`src/rtl/ghost_check_arbiter.sv`:
```
`default_nettype none
// ============================================================================
//  Module   : ghost_check_arbiter
//  Brief    : Round-robin arbiter sharing one collision checker among ghosts.
//  Revision : 1.0 - initial release
// ============================================================================
module ghost_check_arbiter #(
    parameter int N_GHOSTS = 4,
    parameter int ID_W     = 2,
    parameter int CHK_LAT  = 2
) (
    input  logic                  clkdiv,
    input  logic                  rst,
    input  logic                  pause,
    input  logic [N_GHOSTS-1:0]   req,
    input  logic [N_GHOSTS*10-1:0] req_x,
    input  logic [N_GHOSTS*9-1:0] req_y,
    input  logic [N_GHOSTS*2-1:0] req_dir,
    output logic [9:0]            chk_x,
    output logic [8:0]            chk_y,
    output logic [1:0]            chk_dir,
    output logic                  chk_start,
    input  logic                  chk_result,
    output logic [N_GHOSTS-1:0]   ack,
    output logic                  ack_free,
    output logic [ID_W-1:0]       grant_id,
    output logic                  busy
);

    localparam int CNT_W = (CHK_LAT > 1) ? $clog2(CHK_LAT) : 1;

    typedef enum logic [1:0] {
        S_IDLE  = 2'd0,
        S_ISSUE = 2'd1,
        S_WAIT  = 2'd2,
        S_RESP  = 2'd3
    } state_t;

    state_t                state_q, state_d;
    logic [CNT_W-1:0]      cnt_q, cnt_d;
    logic [ID_W-1:0]       ptr_q, ptr_d;
    logic [ID_W-1:0]       grant_id_q, grant_id_d;
    logic [9:0]            chk_x_q, chk_x_d;
    logic [8:0]            chk_y_q, chk_y_d;
    logic [1:0]            chk_dir_q, chk_dir_d;
    logic                  chk_start_q, chk_start_d;
    logic [N_GHOSTS-1:0]   ack_q, ack_d;
    logic                  ack_free_q, ack_free_d;
    logic                  busy_q, busy_d;

    logic                  win_found;
    int                    win_idx;
    int                    scan_idx;

    // Search starts just after the last served ghost, so it becomes lowest priority.
    always_comb begin
        win_found = 1'b0;
        win_idx   = 0;
        scan_idx  = 0;
        for (int k = 1; k <= N_GHOSTS; k++) begin
            scan_idx = int'(ptr_q) + k;
            if (scan_idx >= N_GHOSTS) begin
                scan_idx = scan_idx - N_GHOSTS;
            end
            if (!win_found && req[scan_idx]) begin
                win_found = 1'b1;
                win_idx   = scan_idx;
            end
        end
    end

    always_comb begin
        state_d     = state_q;
        cnt_d       = cnt_q;
        ptr_d       = ptr_q;
        grant_id_d  = grant_id_q;
        chk_x_d     = chk_x_q;
        chk_y_d     = chk_y_q;
        chk_dir_d   = chk_dir_q;
        chk_start_d = 1'b0;
        ack_d       = '0;
        ack_free_d  = ack_free_q;
        busy_d      = busy_q;

        case (state_q)
            S_IDLE: begin
                if (!pause && win_found) begin
                    grant_id_d  = ID_W'(win_idx);
                    ptr_d       = ID_W'(win_idx);
                    chk_x_d     = req_x[win_idx*10 +: 10];
                    chk_y_d     = req_y[win_idx*9 +: 9];
                    chk_dir_d   = req_dir[win_idx*2 +: 2];
                    chk_start_d = 1'b1;
                    busy_d      = 1'b1;
                    state_d     = S_ISSUE;
                end
            end
            S_ISSUE: begin
                cnt_d   = CNT_W'(CHK_LAT - 1);
                state_d = S_WAIT;
            end
            S_WAIT: begin
                if (cnt_q == '0) begin
                    ack_free_d = chk_result;
                    ack_d      = N_GHOSTS'(1) << grant_id_q;
                    state_d    = S_RESP;
                end else begin
                    cnt_d = cnt_q - CNT_W'(1);
                end
            end
            S_RESP: begin
                busy_d  = 1'b0;
                state_d = S_IDLE;
            end
            default: begin
                busy_d  = 1'b0;
                state_d = S_IDLE;
            end
        endcase
    end

    always_ff @(posedge clkdiv) begin
        if (!rst) begin
            state_q     <= S_IDLE;
            cnt_q       <= '0;
            ptr_q       <= ID_W'(N_GHOSTS - 1);
            grant_id_q  <= '0;
            chk_x_q     <= '0;
            chk_y_q     <= '0;
            chk_dir_q   <= '0;
            chk_start_q <= 1'b0;
            ack_q       <= '0;
            ack_free_q  <= 1'b0;
            busy_q      <= 1'b0;
        end else begin
            state_q     <= state_d;
            cnt_q       <= cnt_d;
            ptr_q       <= ptr_d;
            grant_id_q  <= grant_id_d;
            chk_x_q     <= chk_x_d;
            chk_y_q     <= chk_y_d;
            chk_dir_q   <= chk_dir_d;
            chk_start_q <= chk_start_d;
            ack_q       <= ack_d;
            ack_free_q  <= ack_free_d;
            busy_q      <= busy_d;
        end
    end

    assign chk_x     = chk_x_q;
    assign chk_y     = chk_y_q;
    assign chk_dir   = chk_dir_q;
    assign chk_start = chk_start_q;
    assign ack       = ack_q;
    assign ack_free  = ack_free_q;
    assign grant_id  = grant_id_q;
    assign busy      = busy_q;

endmodule
`default_nettype wire

```
`config.mk`:
```
export PLATFORM = sky130hd
export DESIGN_NAME = ghost_check_arbiter
export DESIGN_NICKNAME = d
export VERILOG_FILES = /design/src/rtl/ghost_check_arbiter.sv
export SDC_FILE = /design/constraint.sdc
export NUM_CORES = 1
export LEC_CHECK = 0
export CORE_UTILIZATION = 45
export DETAILED_ROUTE_END_ITERATION = 8
export PLACE_DENSITY_LB_ADDON = 0.2
export SYNTH_ARGS = -nofsm -noshare
export SYNTH_HDL_FRONTEND = slang
export SYNTH_SLANG_ARGS = --single-unit
export TNS_END_PERCENT = 20
```
`constraint.sdc`:
```
create_clock -name clkdiv -period 9 [get_ports clkdiv]
set_clock_uncertainty 0.1 [all_clocks]
set_input_delay 1.8 -clock clkdiv [delete_from_list [all_inputs] [get_ports clkdiv]]
set_output_delay 1.8 -clock clkdiv [all_outputs]
set_load 0.02 [all_outputs]
```
# After elaboration in Yosys (flattened, before gate mapping)
# Cells that the tools add are included.
word_totals:
  word_cells: 91
  inputBits: 92
  register_bits: 35
op_classes:
  n_addsub: 9
  n_shift: 4
  magnitude_cmp: 8
  n_eq_ne: 5
  reduce_logical: 17
  n_mul: 2
  n_bitwise: 3
  mux: 32
op_table:
  columns: ["op", "n"]
  rows:
  - ["$mux W32", 8]
  - ["$lt A32 B4 Y1 const B", 4]
  - ["$shiftx A40 B32 Y10", 1]
  - ["$shiftx A36 B32 Y9", 1]
  - ["$mul A32 B4 Y31 const B", 1]
  - ["$mul A32 B5 Y32 const B", 1]
  - ["$shiftx A8 B32 Y2", 1]
  - ["$mux W1", 15]
  - ["$sub A3 B3 Y4 const B", 3]
  - ["$reduce_and A2 Y1", 5]
  - ["$ge A3 B3 Y1 const B", 3]
  - ["$bmux W1 S2", 4]
  - ["$pmux W2 S4", 1]
  - ["$add A2 B2 Y3 const B", 2]
  - ["$sub A4 B3 Y5 const B", 1]
  - ["$add A2 B3 Y4 const B", 1]
  - ["$eq A2 B2 Y1 const B", 2]
  - ["$ge A4 B3 Y1 const B", 1]
  - ["$logic_and A1 B1 Y1", 4]
  - ["$logic_not A1 Y1", 4]
  - ["$mux W2", 2]
  - ["$ne A2 B2 Y1 const B", 2]
  - ["$pmux W1 S2", 2]
  - ["$reduce_bool A2 Y1", 2]
  - ["other kinds (7)", 9]

# Longest topological paths before layout
# Gate-level depths: netlist (run 1).
depth:
  ltp_word: 19
  depth_mapped: 27

# Worst setup path after synthesis (run 1)
# No wires, ideal clock.
synth_timing:
  path_type: "input port to flip-flop"
  startpoint: "input port req[2]"
  endpoint: "register chk_x_q[7], in the netlist chk_x[7]"
  setup_slack_ps: 2868
  arrival_ps: 5967
  required_ps: 8835
  path_buffers: 6
  cell_stages: 19
  cell_sequence: "clkbuf_1 mux4_2 buf_2 a31o_2 o21a_1 inv_1 buf_4 buf_4 buf_4 buf_2 ha_1 ha_1 fa_1 nand2_1 or2_2 nor4_1 a221o_1 and4bb_2 nor2_1"
synth_lines:
  columns: ["item", "line", "source"]
  rows:
  - ["start: declaration", "15", "input logic [N_GHOSTS-1:0] req,"]
  - ["end signal: assignment", "140", "chk_x_q <= chk_x_d;"]
  - ["end: declaration", "43", "logic [9:0] chk_x_q, chk_x_d;"]

# Worst setup path in the final report (run 1)
layout_timing:
  startpoint: "input port req[3]"
  endpoint: "register chk_y_q[7], in the netlist chk_y[7]"
layout_via:
  elab_chain_cells: 15
layout_rtl:
  columns: ["item", "line", "source"]
  rows:
  - ["$bmux W1 S2", "65", "if (!win_found && req[scan_idx]) begin"]
  - ["$mux W1 (not written as such) (2 in a row)", "65", null]
  - ["$mux W1", "65", null]
  - ["$logic_not A1 Y1", "65", null]
  - ["$logic_and A1 B1 Y1", "65", null]
  - ["$mux W1", "65", null]
  - ["$logic_not A1 Y1", "65", null]
  - ["$logic_and A1 B1 Y1", "65", null]
  - ["$mux W1", "65", null]
  - ["$logic_not A1 Y1", "65", null]
  - ["$logic_and A1 B1 Y1", "65", null]
  - ["$mux W32 or $mux W1 (tied branches)", "65", null]
  - ["$mul A32 B5 Y32 or $logic_and A1 B1 Y1 (tied branches)", "91, 87", null]
  - ["$shiftx A36 B32 Y9 or $reduce_and A2 Y1 (tied branches)", null, null]
  - ["end signal: assignment", "141", "chk_y_q <= chk_y_d;"]
  - ["end: declaration", "44", "logic [8:0] chk_y_q, chk_y_d;"]
# Parallel ways exist; a longest one is shown, timed or not. The select of a mux whose other input is x is not followed.
# A chain may end at the register's enable or synchronous reset.

==> results.json, run 1 <==
{
  "outcome": "completed",
  "yosysSeqAreaShare_pct": 12.24,
  "slowest_delay_ns": 0.74,
  "path_class": "in -> reg",
  "drtIter0Drc": 1169,
  "synth_top_area_share_pct": 12.24,
  "row_count": 40,
  "hold_slack_ns": 0.3633,
  "routed_wl_um": 24920,
  "die_x_um": 114.8,
  "finalCritPeriodShare_pct": 81.88,
  "slowest_stage": "a31o_1",
  "hold_viol_final": 0,
  "syn-num-nets": 874,
  "min_path_type": "reg -> reg",
  "ir_drop_mv": 0.2208,
  "io_buffers": 121,
  "design.die.area_um2": 13180,
  "fin_area_um2": 7024,
  "synth_edf_count": 0,
  "die_y_um": 114.8,
  "cts_inserted_buffers": 5,
  "grt_pass1_wl_um": 38090,
  "cts_buffer_depth": 2,
  "critical_path.most_common_cell": "ha_1",
  "max_freq_ghz": 0.1357,
  "area_delta_synth_final_pct": 22.68,
  "synth_ff_type": "dfxtp_1",
  "maxCapViolCount": 0,
  "syn_inst": 766,
  "cts_tree": "yes",
  "ys_warn_count": 0,
  "ant_nets": 0,
  "antenna_found_initial": 0,
  "crit_path_start_kind": "primary input",
  "initial_utilization_pct": 46.89,
  "grt_pass1_vias": 6770,
  "nets": 943,
  "tns_ns": 0,
  "route.detailed.drc": 0,
  "drive_gt1_share_pct": 8.612,
  "vias": 7230,
  "power_density_nw_per_um2": 428.8,
  "grt_max_degree": 67,
  "worstSkewPairLatency_ns": 0.29,
  "cts.repair.resized": 0,
  "wl_per_cell_um": 24.82,
  "power_mw": 3.012,
  "yosys.area.top_type": "dfxtp_1",
  "tightest_slew_ns": 1.019,
  "p_leak_nw": 2.631,
  "syn_area_um2": 5725,
  "ys_seq_elements": 35,
  "clkTransAtPathRegs_ns": 0.06,
  "cp-end-kind": "flip-flop",
  "slew_violations": 0,
  "hold_buffers": 0,
  "crit_fanout": 36,
  "via_per_inst": 7.201,
  "io_pins": 122,
  "cts.sinks": 35,
  "required_ns": 9.08,
  "avgSynthCellArea_um2": 7.475,
  "cts-root-buf": "clkbuf_16",
  "cp.arrival_ns": 7.45,
  "cts_max_level": 2,
  "ys_top_cells_by_area": "dfxtp_1 12%, mux2i_1 12%, nand2_1 5.5%, mux2_2 4.1%, nand3_1 3.8%",
  "post-dp-hpwl_um": 18320,
  "diodes": 0,
  "first_pass_iters": 7,
  "design.core.area_um2": 12210,
  "fin_crit_ns": 7.369,
  "cts_setup_buffers": 0,
  "grt_overflow": 0,
  "r2r_setup_slack_ns": 2.71,
  "ys_async_sr_fraction_pct": 0,
  "grt.total_usage_pct": 37.87,
  "rsz0062_at_grt": "false",
  "synth_cell_type_count": 86,
  "dpl-instance-area_um2": 6869,
  "crit_chain": "clkdlybuf4s50_1 -> mux4_2 -> nand2b_1 -> a31o_1 -> nand2_8 -> inv_4 -> ha_1 -> ha_1 -> a21o_1 -> nand2_1 -> nor2_1 -> a22oi_1 -> o21ai_0 -> a211oi_1 -> o41ai_1",
  "relSlewSlack_pct": 31.86,
  "globalplace.congestion": 1.059,
  "setup_viol": 0
}
synth_stat cells, drive strengths merged, types with 5 or more instances:
cell / instances
mux2: 22
o211ai: 9
o31ai: 7
inv: 13
and2: 15
nor2: 41
a31oi: 11
or2: 6
and3: 17
a21o: 5
nand3: 45
nor4: 9
nor2b: 11
buf: 37
o21ai: 46
nor3: 19
a211o: 5
a32oi: 12
clkbuf: 31
o221ai: 11
a2111oi: 6
mux2i: 69
o2111ai: 5
dfxtp: 35
a21oi: 34
a22oi: 7
ha: 14
mux4: 8
o22ai: 13
nand2: 86
a32o: 7
nand4: 10
a211oi: 27
flip-flops by register name, indices dropped and copies added, names as in the netlist:
register   count
ack            4
ack_free       1
busy           1
chk_dir        2
chk_start      1
chk_x         10
chk_y          9
cnt_q          1
grant_id       2
ptr_q          2
state_q        2
power breakdown:
group | switching, mW | leakage (nW) | internal (mW) | total, mW
Clock | 0.0747 | 0.0731 | 0.111 | 0.185
Combinational | 1.63 | 2.27 | 0.943 | 2.57
Sequential | 0.0430 | 0.288 | 0.210 | 0.253
Total | 1.75 | 2.63 | 1.26 | 3.01
per-layer routing:
layer	vias to the layer above	share of wire, %	GRT usage [%]
met5	-	0	0
met4	0	7.7	24.24
met3	161	9.5	7.275
met2	586	46	62.67
met1	3353	37	45.17
li1	3130	-	-
metrics by stage:
stage               setup slack, ns  util (%)  std cells
floorplan                     2.868         -        766
global placement              1.746     56.25        996
detailed placement            1.516     56.25        996
CTS                           1.814     57.52       1004
global route                  1.279     57.52       1004
finish                        1.631     57.52       1004
kinds of logic after synthesis:
kind of cell | after synthesis | synth area share, %
AOI/OAI and AO/OA | 251 | 31.80
xor gates and xnor gates | 4 | 0.7432
adders and majority gates | 16 | 3.759
buffers and inverters | 83 | 7.124
DFF | 35 | 12.24
muxes | 99 | 19.60
and+or+nand+nor | 278 | 24.74
placed cells by master, fill, tap and decap left out, types with 17 or more instances in the layout:
cell,Yosys,final
mux2i_1,69,69
nand2_1,84,84
a21oi_1,34,34
o21ai_0,44,44
and3_1,17,17
dfxtp_1,35,35
a211oi_1,27,27
nor2_1,40,40
mux2_2,21,21
clkdlybuf4s50_1,0,121
nand3_1,44,44
nor3_1,19,19
worst max-delay path: cells and delay by family:
| kind | cells | cell delay [ns] |
|---|---|---|
| multiplexers | 1 | 0.43 |
| buffers and inverters | 2 | 1.16 |
| AO/OA/AOI/OAI | 6 | 1.87 |
| AND/OR/NAND/NOR | 4 | 1.72 |
| adder cells (fa/ha/maj) | 2 | 0.42 |
layout make-up:
class                           instances  area [µm²]
Sequential cell                        35       700.7
Inverter                               15       61.31
Multi-Input combinational cell        648        4618
Fill cell                            1171        5187
Clock inverter                          2       16.27
Timing Repair Buffer                  130        1279
Tap cell                              168       210.2
Clock buffer                            6       138.9
final timing paths:
kind                            endpoint  depth (start not counted)  startpoint
worst max-delay path            chk_y[7]                         15      req[3]
worst min-delay path            chk_x[5]                          2    chk_x[5]
worst max register to register  chk_y[7]                         16    ptr_q[1]
worst min register to register  chk_x[5]                          2    chk_x[5]
Note: power is estimated with default switching activity, not from simulation.
==> run 2, diff against run 1 <==
==> constraint.sdc (replaced) <==
create_clock -name clkdiv -period 7.28 [get_ports clkdiv]
set_clock_uncertainty 0.1 [all_clocks]
set_input_delay 1.456 -clock clkdiv [delete_from_list [all_inputs] [get_ports clkdiv]]
set_output_delay 1.456 -clock clkdiv [all_outputs]
set_load 0.02 [all_outputs]
==> results.json, run 2 (same netlist as run 1, synthesis figures left out) <==
{
  "multi_input_area_um2": 4618,
  "outcome": "completed",
  "tightest_slew_ns": 1.086,
  "vias": 7053,
  "io_buffers": 121,
  "final-seq-area_um2": 700.7,
  "required_ns": 7.40,
  "cp.arrival_ns": 6.48,
  "design.core.area_um2": 12210,
  "r2r_end": "chk_x[7]",
  "slew_violations": 0,
  "via_per_inst": 6.990,
  "rsz0062_at_grt": "false",
  "power_density_nw_per_um2": 523.8,
  "drtIter0Drc": 924,
  "fin_crit_ns": 6.359,
  "initial_utilization_pct": 46.89,
  "n_fill_cell": 1188,
  "grt_max_degree": 76,
  "tns_ns": 0,
  "cp-end-kind": "flip-flop",
  "r2r_setup_slack_ns": 1.44,
  "design.die.area_um2": 13180,
  "setup_viol": 0,
  "grt_pass1_wl_um": 36860,
  "final_cell_mix": "121 x clkdlybuf4s50_1, 84 x nand2_1, 69 x mux2i_1, 44 x nand3_1, 44 x o21ai_0",
  "final_common_cell": "clkdlybuf4s50_1",
  "max_freq_ghz": 0.1572,
  "ant_nets": 0,
  "cts_tree": "yes",
  "setup_slack_ns": 0.9205,
  "rr_worst_depth": 17,
  "grt.total_usage_pct": 36.25,
  "io_pins": 122,
  "relSlewSlack_pct": 26.86,
  "hold_viol_final": 0,
  "post-dp-hpwl_um": 18090,
  "antenna_found_initial": 0,
  "cts_buffer_depth": 2,
  "crit-reg2reg-launch": "ptr_q[1]",
  "critPathLaunch": "req[2]",
  "first_pass_iters": 7,
  "hold_buffers": 0,
  "cts_setup_buffers": 0,
  "crit_path_start_kind": "primary input",
  "endpoint": "chk_x[7]",
  "p_leak_nw": 2.668,
  "grt_pass1_vias": 6715,
  "largest_reg_flops": 10,
  "min_path_type": "reg -> reg",
  "cts.sinks": 35,
  "cts_max_level": 2,
  "wl_per_cell_um": 23.66,
  "hold_slack_ns": 0.3628,
  "finalCritPeriodShare_pct": 87.36,
  "dpl_worst_slack_ns": 0.7452,
  "worstSkewPairLatency_ns": 0.29,
  "maxCapViolCount": 0,
  "crit_fanout": 21,
  "route.detailed.drc": 0,
  "die_x_um": 114.8,
  "routed_wl_um": 23880,
  "drive_gt1_share_pct": 9.156,
  "path_class": "in -> reg",
  "clkTransAtPathRegs_ns": 0.06,
  "cts-root-buf": "clkbuf_16",
  "die_y_um": 114.8,
  "cts_inserted_buffers": 5,
  "diodes": 0,
  "cts.repair.resized": 0,
  "ir_drop_mv": 0.2318,
  "area_delta_synth_final_pct": 23.65,
  "nets": 948,
  "row_count": 40,
  "power_mw": 3.708,
  "grt_overflow": 0,
  "globalplace.congestion": 1.051
}
## run 2: area by class of cell
cell class | instances | area share [%]
multi-input combinational | 648 | 65.24
timing repair buffer | 135 | 18.59
sequential | 35 | 9.897
tap | 168 | 2.969
clock buffer | 5 | 1.767
inverter | 15 | 0.8660
clock inverter | 3 | 0.6716
## run 2: where the power goes
group | total (mW) | switching (mW) | leakage (nW) | internal (mW)
logic | 3.14 | 1.95 | 2.30 | 1.18
clock network | 0.256 | 0.0928 | 0.0844 | 0.163
registers | 0.313 | 0.0536 | 0.288 | 0.259
## run 2: stage by stage
| stage | util (%) | instances | cell area, µm² |
|---|---|---|---|
| global route | 57.97 | 1009 | 7079 |
| global placement | 56.56 | 1001 | 6907 |
| finish | 57.97 | 1009 | 7079 |
| CTS | 57.97 | 1009 | 7079 |
| floorplan | - | 766 | 5725 |
| detailed placement | 56.56 | 1001 | 6907 |
## run 2: worst min-delay path by stage
stage                     slack, ns      from  cells past startpoint        to
after floorplan                0.36     cnt_q                      1    ack[0]
after global placement         0.35  chk_x[0]                      2  chk_x[0]
after detailed placement       0.35  chk_x[5]                      2  chk_x[5]
after CTS                      0.37  chk_x[5]                      2  chk_x[5]
after global routing           0.41  chk_x[3]                      2  chk_x[3]
final                          0.36  chk_x[5]                      2  chk_x[5]
## run 2: routing by layer
layer  share of wire, %  routed length (µm)  GRT usage, %
met1                 37                8931         43.06
met2                 47               11100         59.60
met3                8.4                1999         5.904
met4                7.7                1840         26.23
met5                  0                   0             0
## run 2: critical path: stages
cell	delay, ns
clkdlybuf4s50_1	0.61
mux2i_1	0.47
mux2_2	0.54
a31o_1	0.76
nand2_8	0.07
inv_4	0.18
ha_1	0.18
ha_1	0.22
buf_4	0.19
nor2_1	0.35
nand2_1	0.17
or2_2	0.37
nor4_1	0.31
a221o_1	0.26
and4bb_2	0.25
nor2_1	0.09
==> run 3, diff against run 2 <==
--- a/config.mk
+++ b/config.mk
@@ -5,6 +5,7 @@
 export SDC_FILE = /design/constraint.sdc
 export NUM_CORES = 1
 export LEC_CHECK = 0
+export CORE_MARGIN = 3
 export CORE_UTILIZATION = 45
 export DETAILED_ROUTE_END_ITERATION = 8
 export PLACE_DENSITY_LB_ADDON = 0.2
==> results.json, run 3 (same netlist as run 1, synthesis figures left out) <==
{
  "outcome": "completed",
  "fin_crit_ns": 6.427,
  "globalplace.congestion": 1.094,
  "cp.arrival_ns": 6.54,
  "via_per_inst": 7.008,
  "n_fill_cell": 1197,
  "setup_slack_ns": 0.8526,
  "drive_gt1_share_pct": 9.371,
  "first_pass_iters": 5,
  "route.detailed.drc": 0,
  "max_freq_ghz": 0.1556,
  "required_ns": 7.40,
  "cts_max_level": 2,
  "slew_violations": 0,
  "power_density_nw_per_um2": 520.6,
  "rr_worst_depth": 17,
  "dpl_worst_slack_ns": 0.7131,
  "r2r_setup_slack_ns": 1.46,
  "tns_ns": 0,
  "cts_buffer_depth": 2,
  "hold_buffers": 0,
  "cp-end-kind": "flip-flop",
  "cts_setup_buffers": 0,
  "nets": 950,
  "routed_wl_um": 23540,
  "hold_viol_final": 0,
  "largest_reg_flops": 10,
  "final_util_pct": 58.09,
  "rsz0062_at_grt": "false",
  "critPathLaunch": "req[2]",
  "design.core.area_um2": 12210,
  "clkTransAtPathRegs_ns": 0.06,
  "design.die.area_um2": 14110,
  "worstSkewPairLatency_ns": 0.29,
  "cts.sinks": 35,
  "p_leak_nw": 2.677,
  "grt.total_usage_pct": 31.66,
  "path_class": "in -> reg",
  "io_buffers": 121,
  "final-seq-area_um2": 700.7,
  "grt_pass1_wl_um": 36400,
  "die_x_um": 118.8,
  "ir_drop_mv": 0.2851,
  "diodes": 0,
  "io_pins": 122,
  "wl_per_cell_um": 23.29,
  "drtIter0Drc": 1178,
  "vias": 7085,
  "cts_tree": "yes",
  "grt_max_degree": 76,
  "tightest_slew_ns": 0.9006,
  "initial_utilization_pct": 46.89,
  "antenna_found_initial": 0,
  "cts_inserted_buffers": 5,
  "grt_pass1_vias": 6586,
  "crit-reg2reg-launch": "ptr_q[1]",
  "finalCritPeriodShare_pct": 88.29,
  "ant_nets": 0,
  "hold_slack_ns": 0.3768,
  "crit_path_start_kind": "primary input",
  "multi_input_area_um2": 4618,
  "min_path_type": "reg -> reg",
  "final_cell_mix": "121 x clkdlybuf4s50_1, 84 x nand2_1, 69 x mux2i_1, 44 x nand3_1, 44 x o21ai_0",
  "setup_viol": 0,
  "endpoint": "chk_y[8]",
  "area_delta_synth_final_pct": 23.91,
  "cts-root-buf": "clkbuf_16",
  "maxCapViolCount": 0,
  "die_y_um": 118.8,
  "row_count": 40,
  "crit_fanout": 28,
  "final_common_cell": "clkdlybuf4s50_1",
  "grt_overflow": 0,
  "r2r_end": "chk_y[8]",
  "relSlewSlack_pct": 39.40,
  "cts.repair.resized": 0,
  "post-dp-hpwl_um": 17720
}
run 3: critical path: stages:
cell and delay, ns:
clkdlybuf4s50_1 0.61, mux2i_1 0.45, mux2_2 0.53, a31o_1 0.71, nand2_8 0.26, inv_4 0.14
ha_1 0.16, ha_1 0.19, a21o_1 0.14, nand2_1 0.24, nand2_4 0.19, nor2b_1 0.33
nand2_1 0.18, o221a_2 0.36, a2111o_1 0.44, a21oi_1 0.14
run 3: metrics by stage:
stage | power, mW | cells | instance area [µm²]
global placement | 3.323 | 1003 | 6922
finish | 3.693 | 1011 | 7094
global route | 3.899 | 1011 | 7094
detailed placement | 3.322 | 1003 | 6922
floorplan | 2.523 | 766 | 5725
CTS | 3.584 | 1011 | 7094
run 3: metal layers:
metal,GRT usage (%),vias to the layer above,share of wire (%)
li1,-,3154,-
met1,39.37,3300,38
met2,52.97,529,47
met3,6.029,102,9.4
met4,14.12,0,5.5
met5,0,-,0
run 3: worst min-delay path by stage:
stage,startpoint,to,cells past startpoint
final,chk_x[1],chk_x[1],2
after global routing,chk_x[5],chk_x[5],2
after CTS,chk_x[1],chk_x[1],2
after detailed placement,chk_x[0],chk_x[0],2
after global placement,chk_x[5],chk_x[5],2
after floorplan,cnt_q,ack[0],1
run 3: cell type report:
| cell class | instances | area share (%) |
|---|---|---|
| Clock inverter | 3 | 0.6702 |
| Clock buffer | 5 | 1.764 |
| Timing Repair Buffer | 137 | 18.77 |
| Multi-Input combinational cell | 648 | 65.10 |
| Tap cell | 168 | 2.963 |
| Sequential cell | 35 | 9.877 |
| Inverter | 15 | 0.8642 |
run 3: where the power goes:
part / switching, mW / internal, mW / total [mW] / leakage [nW]
logic: 1.95 / 1.18 / 3.13 / 2.30
clock network: 0.0881 / 0.163 / 0.251 / 0.0844
registers: 0.0501 / 0.259 / 0.309 / 0.288
total: 2.09 / 1.61 / 3.69 / 2.68
